**src/rtl/uart_mem_loader_pkg.sv**
```systemverilog
// loader_pkg: shared constants for the UART memory loader.
//   - command bytes received from the host
//   - reply bytes sent back to the host
//   - FSM state enum
//   - bytes_for(): number of wire bytes needed to carry a field of N bits
package loader_pkg;

    localparam logic [7:0] CMD_LOAD  = 8'h4C; // 'L' single write
    localparam logic [7:0] CMD_BURST = 8'h42; // 'B' burst write
    localparam logic [7:0] CMD_DUMP  = 8'h44; // 'D' dump
    localparam logic [7:0] CMD_WORD  = 8'h57; // 'W' set test_word
    localparam logic [7:0] CMD_ADDR  = 8'h41; // 'A' set test_address
    localparam logic [7:0] CMD_RUN   = 8'h52; // 'R' cpu_run pulse
    localparam logic [7:0] CMD_HALT  = 8'h53; // 'S' cpu_halt pulse
    localparam logic [7:0] CMD_PING  = 8'h50; // 'P' ping

    localparam logic [7:0] RSP_ACK   = 8'h4B; // 'K'
    localparam logic [7:0] RSP_NAK   = 8'h4E; // 'N'

    typedef enum logic [3:0] {
        IDLE, RX_ADDR, RX_CNT, RX_WORD, WRITE, RX_CHK,
        RD_REQ, RD_CAP, TX_BYTE, TX_WAIT, REPLY
    } state_t;

    function automatic int unsigned bytes_for(input int unsigned bits);
        return (bits + 7) / 8;
    endfunction

endpackage

```
**src/rtl/uart_mem_loader_if.sv**
```systemverilog
// uart_mem_loader_if: RAM access bus between the loader and the memory.
//   mem_addr  : word address
//   mem_wdata : write data
//   mem_we    : one-cycle write strobe
//   mem_re    : one-cycle read strobe
//   mem_rdata : read data, valid the cycle after mem_re
// Modports: master (loader side), slave (memory side).
interface uart_mem_loader_if #(
    parameter int unsigned ADDR_W = 12,
    parameter int unsigned DATA_W = 18
) ();
    logic [ADDR_W-1:0] mem_addr;
    logic [DATA_W-1:0] mem_wdata;
    logic              mem_we;
    logic              mem_re;
    logic [DATA_W-1:0] mem_rdata;

    modport master (output mem_addr, mem_wdata, mem_we, mem_re, input mem_rdata);
    modport slave  (input mem_addr, mem_wdata, mem_we, mem_re, output mem_rdata);
endinterface

```
**src/rtl/uart_mem_loader_word_pack.sv**
```systemverilog
// loader_word_pack: byte <-> field conversion for the loader.
//   shift_in/byte_in : append a received byte (big-endian accumulation)
//   addr_now/word_now: field value including byte_in, so the FSM can latch a
//                      completed field in the same cycle the last byte arrives
//   load/load_word   : load a read word (zero-extended) for transmission
//   shift_out        : advance to the next byte; byte_out is the MS pending byte
module loader_word_pack import loader_pkg::*; #(
    parameter int unsigned ADDR_W = 12,
    parameter int unsigned DATA_W = 18
) (
    input  logic              clk,
    input  logic              rst_n,
    input  logic              shift_in,
    input  logic [7:0]        byte_in,
    output logic [ADDR_W-1:0] addr_now,
    output logic [DATA_W-1:0] word_now,
    input  logic              load,
    input  logic [DATA_W-1:0] load_word,
    input  logic              shift_out,
    output logic [7:0]        byte_out
);
    localparam int unsigned FW  = (ADDR_W > DATA_W) ? ADDR_W : DATA_W;
    localparam int unsigned TXW = 8 * bytes_for(DATA_W);

    logic [FW-1:0]  rx_sr, rx_next;
    logic [TXW-1:0] tx_sr;

    // Truncating to the field width drops the excess MS bits of the first byte.
    assign rx_next  = FW'({rx_sr, byte_in});
    assign addr_now = rx_next[ADDR_W-1:0];
    assign word_now = rx_next[DATA_W-1:0];
    assign byte_out = tx_sr[TXW-1 -: 8];

    always_ff @(posedge clk) begin
        if (!rst_n) begin
            rx_sr <= '0;
            tx_sr <= '0;
        end else begin
            if (shift_in) rx_sr <= rx_next;
            if (load)           tx_sr <= TXW'(load_word);
            else if (shift_out) tx_sr <= tx_sr << 8;
        end
    end
endmodule

```
**src/rtl/uart_rx.sv**
```systemverilog
// uart_rx: 8N1 UART receiver.
//   clk, rst_n : clock, synchronous active-low reset
//   rx         : serial input (asynchronous, synchronised internally)
//   data       : last received byte
//   valid      : one-cycle pulse when data holds a new byte
module uart_rx #(
    parameter int unsigned CLKS_PER_BIT = 443
) (
    input  logic       clk,
    input  logic       rst_n,
    input  logic       rx,
    output logic [7:0] data,
    output logic       valid
);
    logic        rx_s1, rx_s2;
    logic        active;
    logic [15:0] cnt;
    logic [3:0]  bit_idx;
    logic [7:0]  sr;

    always_ff @(posedge clk) begin
        if (!rst_n) begin
            rx_s1   <= 1'b1;
            rx_s2   <= 1'b1;
            active  <= 1'b0;
            cnt     <= '0;
            bit_idx <= '0;
            sr      <= '0;
            data    <= '0;
            valid   <= 1'b0;
        end else begin
            rx_s1 <= rx;
            rx_s2 <= rx_s1;
            valid <= 1'b0;
            if (!active) begin
                // Start edge: first sample lands half a bit later, mid start bit.
                if (!rx_s2) begin
                    active  <= 1'b1;
                    cnt     <= 16'(CLKS_PER_BIT / 2);
                    bit_idx <= '0;
                end
            end else if (cnt != '0) begin
                cnt <= cnt - 16'd1;
            end else begin
                cnt <= 16'(CLKS_PER_BIT - 1);
                if (bit_idx == 4'd0) begin
                    if (rx_s2) active <= 1'b0;   // glitch, not a real start bit
                    else       bit_idx <= 4'd1;
                end else if (bit_idx <= 4'd8) begin
                    sr      <= {rx_s2, sr[7:1]};
                    bit_idx <= bit_idx + 4'd1;
                end else begin
                    active <= 1'b0;
                    if (rx_s2) begin             // framing error drops the byte
                        data  <= sr;
                        valid <= 1'b1;
                    end
                end
            end
        end
    end
endmodule

```
**src/rtl/uart_tx.sv**
```systemverilog
// uart_tx: 8N1 UART transmitter.
//   clk, rst_n : clock, synchronous active-low reset
//   send, data : load data and start a frame when not busy
//   tx         : serial output, idles high
//   busy       : high from the cycle after send until the stop bit ends
module uart_tx #(
    parameter int unsigned CLKS_PER_BIT = 443
) (
    input  logic       clk,
    input  logic       rst_n,
    input  logic       send,
    input  logic [7:0] data,
    output logic       tx,
    output logic       busy
);
    logic [9:0]  sr;
    logic [3:0]  bits_left;
    logic [15:0] cnt;

    always_ff @(posedge clk) begin
        if (!rst_n) begin
            tx        <= 1'b1;
            busy      <= 1'b0;
            sr        <= '1;
            bits_left <= '0;
            cnt       <= '0;
        end else if (!busy) begin
            if (send) begin
                sr        <= {1'b1, data, 1'b0};
                busy      <= 1'b1;
                bits_left <= 4'd10;
                cnt       <= '0;
            end
        end else if (cnt != '0) begin
            cnt <= cnt - 16'd1;
        end else if (bits_left == 4'd0) begin
            busy <= 1'b0;
        end else begin
            tx        <= sr[0];
            sr        <= {1'b1, sr[9:1]};
            bits_left <= bits_left - 4'd1;
            cnt       <= 16'(CLKS_PER_BIT - 1);
        end
    end
endmodule

```
**src/rtl/uart_mem_loader.sv**
```systemverilog
// uart_mem_loader: host-driven RAM loader / dumper and CPU console over UART.
//   clk, rst_n          : clock, synchronous active-low reset
//   uart_rx_i/uart_tx_o : serial link to host
//   mem                 : RAM bus (master side)
//   test_word/address   : console values set by 'W' / 'A'
//   cpu_run/cpu_halt    : one-cycle pulses from 'R' / 'S'
//   busy                : FSM not IDLE
//   err_count           : saturating error counter (bad command, bad chk, timeout)
module uart_mem_loader import loader_pkg::*; #(
    parameter int unsigned CLK_FREQ    = 51000000,
    parameter int unsigned BAUD        = 115200,
    parameter int unsigned ADDR_W      = 12,
    parameter int unsigned DATA_W      = 18,
    parameter int unsigned TIMEOUT_CYC = CLK_FREQ / 100
) (
    input  logic              clk,
    input  logic              rst_n,
    input  logic              uart_rx_i,
    output logic              uart_tx_o,
    uart_mem_loader_if.master mem,
    output logic [DATA_W-1:0] test_word,
    output logic [ADDR_W-1:0] test_address,
    output logic              cpu_run,
    output logic              cpu_halt,
    output logic              busy,
    output logic [7:0]        err_count
);
    localparam int unsigned CLKS_PER_BIT = CLK_FREQ / BAUD;
    localparam logic [7:0]  ABW_M1 = 8'(bytes_for(ADDR_W) - 1);
    localparam logic [7:0]  BPW_M1 = 8'(bytes_for(DATA_W) - 1);

    state_t            state_q, state_d;
    logic [7:0]        cmd_q, cmd_d, byte_cnt_q, byte_cnt_d, chk_q, chk_d;
    logic [7:0]        reply_q, reply_d, tx_data_q, tx_data_d, err_d;
    logic [8:0]        word_cnt_q, word_cnt_d;
    logic [31:0]       tmo_q, tmo_d;
    logic [ADDR_W-1:0] addr_q, addr_d, taddr_d;
    logic [DATA_W-1:0] wdata_q, wdata_d, tword_d;
    logic              we_d, re_d, run_d, halt_d, tx_send_q, tx_send_d, mem_we_q, mem_re_q;
    logic              err_inc, rx_state;

    logic [7:0]        rx_data, pack_byte;
    logic              rx_valid, tx_busy, pack_shift_in, pack_load, pack_shift_out;
    logic [ADDR_W-1:0] pack_addr;
    logic [DATA_W-1:0] pack_word;

    uart_rx #(.CLKS_PER_BIT(CLKS_PER_BIT)) u_rx (
        .clk(clk), .rst_n(rst_n), .rx(uart_rx_i), .data(rx_data), .valid(rx_valid)
    );

    uart_tx #(.CLKS_PER_BIT(CLKS_PER_BIT)) u_tx (
        .clk(clk), .rst_n(rst_n), .send(tx_send_q), .data(tx_data_q),
        .tx(uart_tx_o), .busy(tx_busy)
    );

    loader_word_pack #(.ADDR_W(ADDR_W), .DATA_W(DATA_W)) u_pack (
        .clk(clk), .rst_n(rst_n), .shift_in(pack_shift_in), .byte_in(rx_data),
        .addr_now(pack_addr), .word_now(pack_word), .load(pack_load),
        .load_word(mem.mem_rdata), .shift_out(pack_shift_out), .byte_out(pack_byte)
    );

    assign mem.mem_addr  = addr_q;
    assign mem.mem_wdata = wdata_q;
    assign mem.mem_we    = mem_we_q;
    assign mem.mem_re    = mem_re_q;
    assign busy          = (state_q != IDLE);
    assign rx_state      = state_q inside {RX_ADDR, RX_CNT, RX_WORD, RX_CHK};

    always_comb begin
        state_d        = state_q;
        cmd_d          = cmd_q;
        byte_cnt_d     = byte_cnt_q;
        word_cnt_d     = word_cnt_q;
        chk_d          = chk_q;
        reply_d        = reply_q;
        tx_data_d      = tx_data_q;
        addr_d         = addr_q;
        wdata_d        = wdata_q;
        tword_d        = test_word;
        taddr_d        = test_address;
        we_d           = 1'b0;
        re_d           = 1'b0;
        run_d          = 1'b0;
        halt_d         = 1'b0;
        tx_send_d      = 1'b0;
        err_inc        = 1'b0;
        pack_shift_in  = 1'b0;
        pack_load      = 1'b0;
        pack_shift_out = 1'b0;
        tmo_d          = (rx_state && !rx_valid) ? tmo_q + 32'd1 : '0;

        case (state_q)
            IDLE: if (rx_valid) begin
                cmd_d = rx_data;
                case (rx_data)
                    CMD_LOAD, CMD_BURST, CMD_DUMP, CMD_ADDR: begin
                        byte_cnt_d = ABW_M1;
                        state_d    = RX_ADDR;
                    end
                    CMD_WORD: begin
                        byte_cnt_d = BPW_M1;
                        state_d    = RX_WORD;
                    end
                    CMD_RUN:  run_d  = 1'b1;
                    CMD_HALT: halt_d = 1'b1;
                    CMD_PING: begin
                        reply_d = RSP_ACK;
                        state_d = REPLY;
                    end
                    default:  err_inc = 1'b1;
                endcase
            end
            RX_ADDR: if (rx_valid) begin
                pack_shift_in = 1'b1;
                if (byte_cnt_q != '0) begin
                    byte_cnt_d = byte_cnt_q - 8'd1;
                end else if (cmd_q == CMD_ADDR) begin
                    taddr_d = pack_addr;
                    state_d = IDLE;
                end else begin
                    addr_d = pack_addr;
                    if (cmd_q == CMD_LOAD) begin
                        byte_cnt_d = BPW_M1;
                        state_d    = RX_WORD;
                    end else begin
                        state_d = RX_CNT;
                    end
                end
            end
            RX_CNT: if (rx_valid) begin
                word_cnt_d = (rx_data == '0) ? 9'd256 : {1'b0, rx_data};
                chk_d      = '0;
                if (cmd_q == CMD_DUMP) begin
                    re_d    = 1'b1;
                    state_d = RD_REQ;
                end else begin
                    byte_cnt_d = BPW_M1;
                    state_d    = RX_WORD;
                end
            end
            RX_WORD: if (rx_valid) begin
                pack_shift_in = 1'b1;
                chk_d         = chk_q + rx_data;
                if (byte_cnt_q != '0) begin
                    byte_cnt_d = byte_cnt_q - 8'd1;
                end else if (cmd_q == CMD_WORD) begin
                    tword_d = pack_word;
                    state_d = IDLE;
                end else begin
                    wdata_d = pack_word;
                    we_d    = 1'b1;
                    state_d = WRITE;
                end
            end
            // mem_we is high during this state.
            WRITE: begin
                if (cmd_q == CMD_LOAD) begin
                    reply_d = RSP_ACK;
                    state_d = REPLY;
                end else begin
                    addr_d     = addr_q + 1'b1;
                    word_cnt_d = word_cnt_q - 9'd1;
                    byte_cnt_d = BPW_M1;
                    state_d    = (word_cnt_q == 9'd1) ? RX_CHK : RX_WORD;
                end
            end
            RX_CHK: if (rx_valid) begin
                reply_d = (rx_data == chk_q) ? RSP_ACK : RSP_NAK;
                err_inc = (rx_data != chk_q);
                state_d = REPLY;
            end
            // mem_re is high here; mem_rdata is valid in RD_CAP.
            RD_REQ: state_d = RD_CAP;
            RD_CAP: begin
                pack_load  = 1'b1;
                byte_cnt_d = BPW_M1;
                state_d    = TX_BYTE;
            end
            TX_BYTE: if (!tx_busy) begin
                tx_data_d = pack_byte;
                tx_send_d = 1'b1;
                state_d   = TX_WAIT;
            end
            REPLY: if (!tx_busy) begin
                tx_data_d = reply_q;
                tx_send_d = 1'b1;
                state_d   = TX_WAIT;
            end
            // send is visible to uart_tx here; busy is valid again next cycle.
            TX_WAIT: begin
                if (cmd_q != CMD_DUMP) begin
                    state_d = IDLE;
                end else if (byte_cnt_q != '0) begin
                    pack_shift_out = 1'b1;
                    byte_cnt_d     = byte_cnt_q - 8'd1;
                    state_d        = TX_BYTE;
                end else begin
                    addr_d     = addr_q + 1'b1;
                    word_cnt_d = word_cnt_q - 9'd1;
                    if (word_cnt_q == 9'd1) begin
                        state_d = IDLE;
                    end else begin
                        re_d    = 1'b1;
                        state_d = RD_REQ;
                    end
                end
            end
            default: state_d = IDLE;
        endcase

        if (rx_state && !rx_valid && tmo_q >= TIMEOUT_CYC - 1) begin
            state_d = IDLE;
            err_inc = 1'b1;
            tmo_d   = '0;
        end

        err_d = (err_inc && err_count != 8'hFF) ? err_count + 8'd1 : err_count;
    end

    always_ff @(posedge clk) begin
        if (!rst_n) begin
            state_q      <= IDLE;
            cmd_q        <= '0;
            byte_cnt_q   <= '0;
            word_cnt_q   <= '0;
            chk_q        <= '0;
            reply_q      <= '0;
            tx_data_q    <= '0;
            tx_send_q    <= 1'b0;
            tmo_q        <= '0;
            addr_q       <= '0;
            wdata_q      <= '0;
            mem_we_q     <= 1'b0;
            mem_re_q     <= 1'b0;
            test_word    <= '0;
            test_address <= ADDR_W'(4);
            cpu_run      <= 1'b0;
            cpu_halt     <= 1'b0;
            err_count    <= '0;
        end else begin
            state_q      <= state_d;
            cmd_q        <= cmd_d;
            byte_cnt_q   <= byte_cnt_d;
            word_cnt_q   <= word_cnt_d;
            chk_q        <= chk_d;
            reply_q      <= reply_d;
            tx_data_q    <= tx_data_d;
            tx_send_q    <= tx_send_d;
            tmo_q        <= tmo_d;
            addr_q       <= addr_d;
            wdata_q      <= wdata_d;
            mem_we_q     <= we_d;
            mem_re_q     <= re_d;
            test_word    <= tword_d;
            test_address <= taddr_d;
            cpu_run      <= run_d;
            cpu_halt     <= halt_d;
            err_count    <= err_d;
        end
    end
endmodule
```
**src/flat_wrapper.sv**
```systemverilog
// flat-port wrapper written by rule: the top's interface ports become plain ports
module uart_mem_loader_flat import loader_pkg::*;
#(
    parameter int unsigned CLK_FREQ    = 51000000,
    parameter int unsigned BAUD        = 115200,
    parameter int unsigned ADDR_W      = 12,
    parameter int unsigned DATA_W      = 18,
    parameter int unsigned TIMEOUT_CYC = CLK_FREQ / 100
)
  (clk, rst_n, uart_rx_i, uart_tx_o, test_word, test_address, cpu_run, cpu_halt, busy, err_count, mem_mem_addr, mem_mem_wdata, mem_mem_we, mem_mem_re, mem_mem_rdata);
  uart_mem_loader_if #(.ADDR_W(ADDR_W), .DATA_W(DATA_W)) mem_i ();
  input  logic clk;
  input  logic rst_n;
  input  logic uart_rx_i;
  output logic uart_tx_o;
  output logic [DATA_W-1:0] test_word;
  output logic [ADDR_W-1:0] test_address;
  output logic cpu_run;
  output logic cpu_halt;
  output logic busy;
  output logic [7:0] err_count;
  output wire logic [$bits(mem_i.mem_addr)-1:0] mem_mem_addr;
  output wire logic [$bits(mem_i.mem_wdata)-1:0] mem_mem_wdata;
  output wire logic [$bits(mem_i.mem_we)-1:0] mem_mem_we;
  output wire logic [$bits(mem_i.mem_re)-1:0] mem_mem_re;
  input wire logic [$bits(mem_i.mem_rdata)-1:0] mem_mem_rdata;
  assign mem_mem_addr = mem_i.mem_addr;
  assign mem_mem_wdata = mem_i.mem_wdata;
  assign mem_mem_we = mem_i.mem_we;
  assign mem_mem_re = mem_i.mem_re;
  assign mem_i.mem_rdata = mem_mem_rdata;
  uart_mem_loader #(.CLK_FREQ(CLK_FREQ), .BAUD(BAUD), .ADDR_W(ADDR_W), .DATA_W(DATA_W), .TIMEOUT_CYC(TIMEOUT_CYC)) u_core (.clk(clk), .rst_n(rst_n), .uart_rx_i(uart_rx_i), .uart_tx_o(uart_tx_o), .mem(mem_i), .test_word(test_word), .test_address(test_address), .cpu_run(cpu_run), .cpu_halt(cpu_halt), .busy(busy), .err_count(err_count));
endmodule
```
**config.mk**
```make
export PLATFORM = sky130hd
export DESIGN_NAME = uart_mem_loader_flat
export DESIGN_NICKNAME = d
export VERILOG_FILES = /design/src/rtl/uart_mem_loader_pkg.sv /design/src/rtl/uart_mem_loader_if.sv /design/src/rtl/uart_mem_loader_word_pack.sv /design/src/rtl/uart_rx.sv /design/src/rtl/uart_tx.sv /design/src/rtl/uart_mem_loader.sv /design/src/flat_wrapper.sv
export SDC_FILE = /design/constraint.sdc
export NUM_CORES = 1
export LEC_CHECK = 0
export ABC_AREA = 1
export BUFFER_PORTS_ARGS = -buffer_cell sky130_fd_sc_hd__buf_2
export CAP_MARGIN = 20
export CORE_MARGIN = 4
export CORE_UTILIZATION = 30
export CTS_BUF_LIST = sky130_fd_sc_hd__clkbuf_8
export DETAILED_ROUTE_END_ITERATION = 10
export PLACE_DENSITY_LB_ADDON = 0.1
export SYNTH_ARGS = -nofsm -noshare
export SYNTH_HDL_FRONTEND = slang
export SYNTH_SLANG_ARGS = --single-unit
```
**constraint.sdc**
```tcl
create_clock -name clk -period 5.2 [get_ports clk]
set_input_delay 0 -clock clk [delete_from_list [all_inputs] [get_ports clk]]
set_output_delay 0 -clock clk [all_outputs]
set_load 0.05 [all_outputs]
```
; Word-level counts from Yosys, hierarchy flattened
; Index checks and enable logic that the tools add are counted.
[totals]
ff_bits = 264
in_bits = 21
out_inout_bits = 74
wordCells = 273
[op_classes]
add_sub_neg = 10
order_cmp = 2
n_eq_ne = 55
muxes = 111
bitwise_logic = 12
reduce_logical = 49
[ops]
columns = operator, count
row1 = two-way mux 8 bit, 19
row2 = two-way mux 16 bit, 7
row3 = equality test 8 x 7 -> 1 bit (second input constant), 12
row4 = two-way mux 4 bit, 22
row5 = two-way mux 12 bit, 6
row6 = case mux 8 bit (7 select lines), 1
row7 = case mux 8 bit (2 select lines), 3
row8 = two-way mux 9 bit, 5
row9 = two-way mux 10 bit, 4
row10 = case mux 4 bit (10 select lines), 1
row11 = != test 2 bit (second input constant), 19
row12 = two-way mux 18 bit, 2
row13 = case mux 12 bit (3 select lines), 1
row14 = adder 32 x 1 -> 32 bit (second input constant), 1
row15 = >= comparator 32 x 19 -> 1 bit (second input constant), 1
row16 = nonzero test 16 bit, 2
row17 = subtractor 16 x 1 -> 16 bit (second input constant), 2
row18 = two-way mux 1 bit, 30
row19 = case mux 9 bit (3 select lines), 1
row20 = case mux 8 bit (3 select lines), 1
row21 = AND reduction 4 bit, 5
row22 = equality test 4 x 3 -> 1 bit (second input constant), 4
row23 = two-way mux 3 bit, 5
row24 = != test 3 bit (second input constant), 5
row25 = 42 further kinds, 80

; Depth between registers and ports, before layout
[depth]
depth_word = 7
depth_mapped = 15
depth_no_buf = 14

; By module
; A second synthesis with hierarchy kept.
[unflattened]
hier_cells = 1842
hier_area_um2 = 12957.4
[modules_own_cells]
columns = module, instances, cells_per_inst, area_each_um2, seq_area_each_um2
row1 = uart_mem_loader, 1, 1079, 7573.5, 3062.9
row2 = uart_rx, 1, 291, 2104.5, 800.8
row3 = uart_tx, 1, 263, 1755.4, 620.6
row4 = loader_word_pack, 1, 209, 1524.0, 680.7

; Worst setup path before layout
; Ideal clock, no wire load.
[synth_timing]
path_kind = register to register
startpoint = register u_core.err_count[0]
endpoint = register u_core.err_count[5]
setup_ns = 0.117
arrival_time_ns = 1.914
required_ns = 5.083
path_slack_ns = 3.169
path_stages_with_launch = 11
path_buffers = 0
period_less_slack_ns = 2.031
cell_sequence = dfxtp_1 > ha_1 > nand2_1 > nor3_1 > nand3_1 > nand2_1 > inv_1 > nand3_1 > inv_1 > a21oi_1 > nor2_1
[synth_via]
elab_chain_cells = 2
word_cells_on_any_way = 3
classes_between = add/sub: 1 / eq/ne: 1 / reduce/logical: 1
[synth_lines]
columns = item, line
row1 = from (decl), uart_mem_loader.sv:26  ; output logic [7:0] err_count
row2 = from (signal assigned), uart_mem_loader.sv:258  ; err_count <= err_d;
row3 = branches (longest 2 deep; another with adder 8 x 1 -> 8 bit), -
; Parallel ways; which one is timed is not known.
; A chain may end at the register's enable or synchronous reset.

; Final worst setup path
[layout_timing]
startpoint = register u_core.state_q[1]
endpoint = register u_core.addr_q[11], in the netlist u_core.mem.mem_addr[11]
[layout_via]
elab_chain_cells = 3
word_cells_on_any_way = 12
classes_between = eq/ne: 9 / mux: 1 / reduce/logical: 2
[layout_lines]
columns = item, line
row1 = from (decl), uart_mem_loader.sv:32  ; state_t state_q, state_d;
row2 = from (signal assigned), uart_mem_loader.sv:241  ; state_q <= state_d;
row3 = "equality test 4 x 1 -> 1 bit, or another cell as far along", uart_mem_loader.sv:92  ; case (state_q)
row4 = != test 2 bit (no line) / nonzero test 3 bit (equally long branches), -
row5 = AND reduction 7 bit (no line), -
row6 = to (signal assigned), uart_mem_loader.sv:250  ; addr_q <= addr_d;
row7 = to (decl), uart_mem_loader.sv:37  ; logic [ADDR_W-1:0] addr_q, addr_d, taddr_d;
; Parallel ways exist; a longest one is shown, timed or not.

==> run_results.csv <==
group,metric,value,unit
critical_path,crit_chain,"inv_2, nand2_2, nor2_4, inv_4, nand2_1, inv_2, o21ai_1, nand3b_1, inv_2, nand2_1, a21oi_1",
synth,synth_area_per_cell,7.14,um2
sta,period_minus_slack,2.85,ns
clocking,cts_sinks,258,
placed_design,io_buffers,94,
sta,finalCritPeriodShare,0.549,
synth,yosys.area.top_type,"dfxtp_1",
sta,hold_violations,0,
job,cap_violations,0,
synth,synth_top_area_frac,0.431,
power,power.density,307,mW/mm2
power,p_leak,0.00610,uW
grt,grt_pass1_vias,10800,
drt,vias_per_cell,4.72,
critical_path,cp_slowest_cell,"nand2_1",
placed_design,dpl-instance-area,0.0129,mm2
synth,synthCells,1678,
cells_and_area,design_area,0.0142,mm2
synth,yosys_warnings,0,
synth,synth.ff_latch_count,258,
power,ir_worst_vdd,0.164,mV
cells_and_area,nets,1848,
drt,drc,0,
critical_path,crit_top_cell,"inv_2",
critical_path,rrSetupSlack,2.35,ns
die,start_util,0.306,
synth,synth_common_cells,"nand2_1 (344), dfxtp_1 (258), nor2_1 (193)",
critical_path,cp-end-kind,"flip-flop",
cells_and_area,drive_gt1_frac,0.128,
clocking,cts_resized,0,
clocking,cts_setup_buffers,0,
sta,tightest_slew,0.912,ns
sta,fin_skew,0.0287,ns
placed_design,place.gp.congestion,0.854,
critical_path,rr_worst_depth,11,
synth,netlist_area,0.0120,mm2
clocking,clk_latency,0.63,ns
sta,final.setup.worst_slack,2.35,ns
hold_path,hold-path-cell-count,3,
critical_path,max_stage_delay,0.53,ns
synth,async_flop_share,0,
die,ios,95,
placed_design,place_ws,2.31,ns
synth,yosysMostFrequentCell,"nand2_1",
critical_path,cp.arrival,3.38,ns
die,row_count,72,
grt,grt_max_degree,78,
critical_path,required,5.73,ns
drt,wl,33.8,mm
clocking,clk_pin_slew,0.06,ns
sta,fmax,350,MHz
critical_path,rr_startpoint,"u_core.state_q[1]",
clocking,cts_buffer_depth,3,
drt,wl_per_cell,14.4,um
critical_path,worstSetupPathType,"flip-flop to flip-flop",
clocking,h-tree-depth,2,
hold_path,hold_class,"input pin to flip-flop",
grt,antenna_found_initial,0,
clocking,cts_tree,"built",
sta,rsz0062_at_grt,"no",
die,core-area,0.0391,mm2
cells_and_area,diodes,0,
synth,synthTopCellsByArea,"dfxtp_1 (43%), nand2_1 (11%), a21oi_1 (6.8%)",
synth,ys_types,50,
sta,setup_viol,0,
drt,dr.pass1.iters,6,
grt,grtUsageTotal,0.153,
synth,ys.flop_type,"dfxtp_1",
die,die_area,0.0432,mm2
drt,drtIter0Drc,532,
placed_design,hpwlAfterDp,23.1,mm
hold_path,hp-start,"uart_rx_i",
die,die_h,208,um
drt,drtAntennaViolNets,0,
critical_path,startpoint_type,"flip-flop",
run_status,status,"complete, no violations",
synth,synth_edf_count,0,
die,die_x,208,um
grt,grt_overflow_total,0,
cells_and_area,post-route-util,0.362,
sta,slew_headroom,0.391,
clocking,cts_buffers,48,
grt,grt_pass1_wl,55.8,mm
drt,vias,11100,
critical_path,r2r_end,"u_core.mem.mem_addr[11]",
synth,yosysSeqAreaShare,0.431,
critical_path,path_max_fanout,21,
hold_path,hold_path_end,"u_core.u_rx.rx_s1",
sta,fin_setup_tns,0,ns
sta,finalHoldWorstSlack,0.114,ns
sta,slew_violations,0,
clocking,root_buffer,"clkbuf_8",
cells_and_area,area_growth,18.3,%
==> how the worst max path moves through the flow <==
stage                                   start                      end  slack [ns]  depth (start not counted)
after global routing        u_core.state_q[1]   u_core.mem.mem_addr[5]        1.99                         11
after floorplan           u_core.err_count[0]      u_core.err_count[5]        3.17                         10
after global placement      u_core.state_q[1]   u_core.mem.mem_addr[6]        2.34                         11
after CTS                   u_core.state_q[1]  u_core.mem.mem_addr[11]        2.30                         11
final                       u_core.state_q[1]  u_core.mem.mem_addr[11]        2.35                         11
after detailed placement    u_core.state_q[1]  u_core.mem.mem_addr[10]        2.31                         11
==> state kept, by name (all words and copies together) (netlist names), 9 cells and up <==
register and flops:
u_core.mem.mem_addr 12, u_core.mem.mem_wdata 18, u_core.test_address 12, u_core.test_word 18, u_core.tmo_q 32, u_core.u_pack.rx_sr 10, u_core.u_pack.tx_sr 24, u_core.u_rx.cnt 16
u_core.u_tx.cnt 16, u_core.u_tx.sr 9, u_core.word_cnt_q 9
==> routing by layer <==
metal | routed length [um] | part of all wire | track usage | vias up
met5 | 0 | 0 | 0 | -
met4 | 950 | 0.028 | 0.0530 | 0
met3 | 1340 | 0.040 | 0.0283 | 74
met2 | 15600 | 0.46 | 0.254 | 180
met1 | 16000 | 0.47 | 0.200 | 5064
li1 | - | - | - | 5805
==> power by group <==
group | switching (uW) | leakage [uW] | total (uW) | internal (uW)
clock network | 909 | 0.000576 | 2090 | 1180
registers | 20.4 | 0.00208 | 2020 | 2000
logic | 152 | 0.00344 | 238 | 86.0
total | 1080 | 0.00610 | 4350 | 3260
==> critical path: cells and delay by family (launching register included) <==
family | cells | cell delay (ns)
buf+inv | 4 | 0.83
flops | 1 | 0.37
simple gates | 5 | 1.29
compound gates | 2 | 0.27
==> cells by family after synthesis <==
kind of cell	Yosys count	share of synthesized area
compound gates	366	0.163
xor+xnor	33	0.0241
fa+ha+maj	23	0.0247
buf+inv	233	0.0769
flops	258	0.431
other cells	1	0.000313
simple gates	764	0.280
==> placed cells by master (no fill, tap or decap), types with 3 or more instances in the layout <==
| cell type | Yosys | final |
|---|---|---|
| o211ai_1 | 4 | 4 |
| xor2_1 | 27 | 27 |
| o21ai_0 | 122 | 122 |
| a211oi_1 | 16 | 16 |
| nand3_1 | 112 | 112 |
| or2_2 | 12 | 12 |
| a31oi_1 | 19 | 19 |
| nor4_1 | 4 | 4 |
| dfxtp_1 | 258 | 258 |
| o22ai_1 | 6 | 6 |
| xnor2_1 | 6 | 6 |
| buf_2 | 14 | 93 |
| nor2_1 | 193 | 192 |
| ha_1 | 22 | 22 |
| dlygate4sd3_1 | 0 | 20 |
| nor2_2 | 7 | 8 |
| nor3_1 | 33 | 33 |
| nor2_4 | 6 | 6 |
| nor3b_1 | 5 | 5 |
| nand2_1 | 344 | 344 |
| a221oi_1 | 3 | 3 |
| o21ai_1 | 23 | 23 |
| inv_1 | 153 | 162 |
| nand3b_1 | 3 | 3 |
| clkinv_2 | 0 | 10 |
| nand4_1 | 31 | 31 |
| conb_1 | 1 | 13 |
| clkbuf_8 | 0 | 62 |
| inv_2 | 21 | 20 |
| a21oi_1 | 163 | 163 |
| buf_4 | 3 | 7 |
| nand2_2 | 4 | 4 |
==> area by class of cell <==
cell class,count,area (um2)
flip-flops and latches,258,5160
clock inverters,23,178
clock buffers,62,853
repair buffers,120,718
fillers,4256,24900
multi-input cells,1199,5940
well taps,518,648
inverters,177,668
==> per-stage QoR <==
step,cells,power [uW]
global placement,2252,2290
global route,2357,4560
floorplan,1690,2230
CTS,2357,4440
finish,2357,4350
detailed placement,2252,2290
==> timing repair <==
item                                    CTS  global route
endpoints found under the hold margin    57             0
hold buffers                             20             0
endpoints found under the setup margin    0             0
Power figures use the tool's default switching activity.
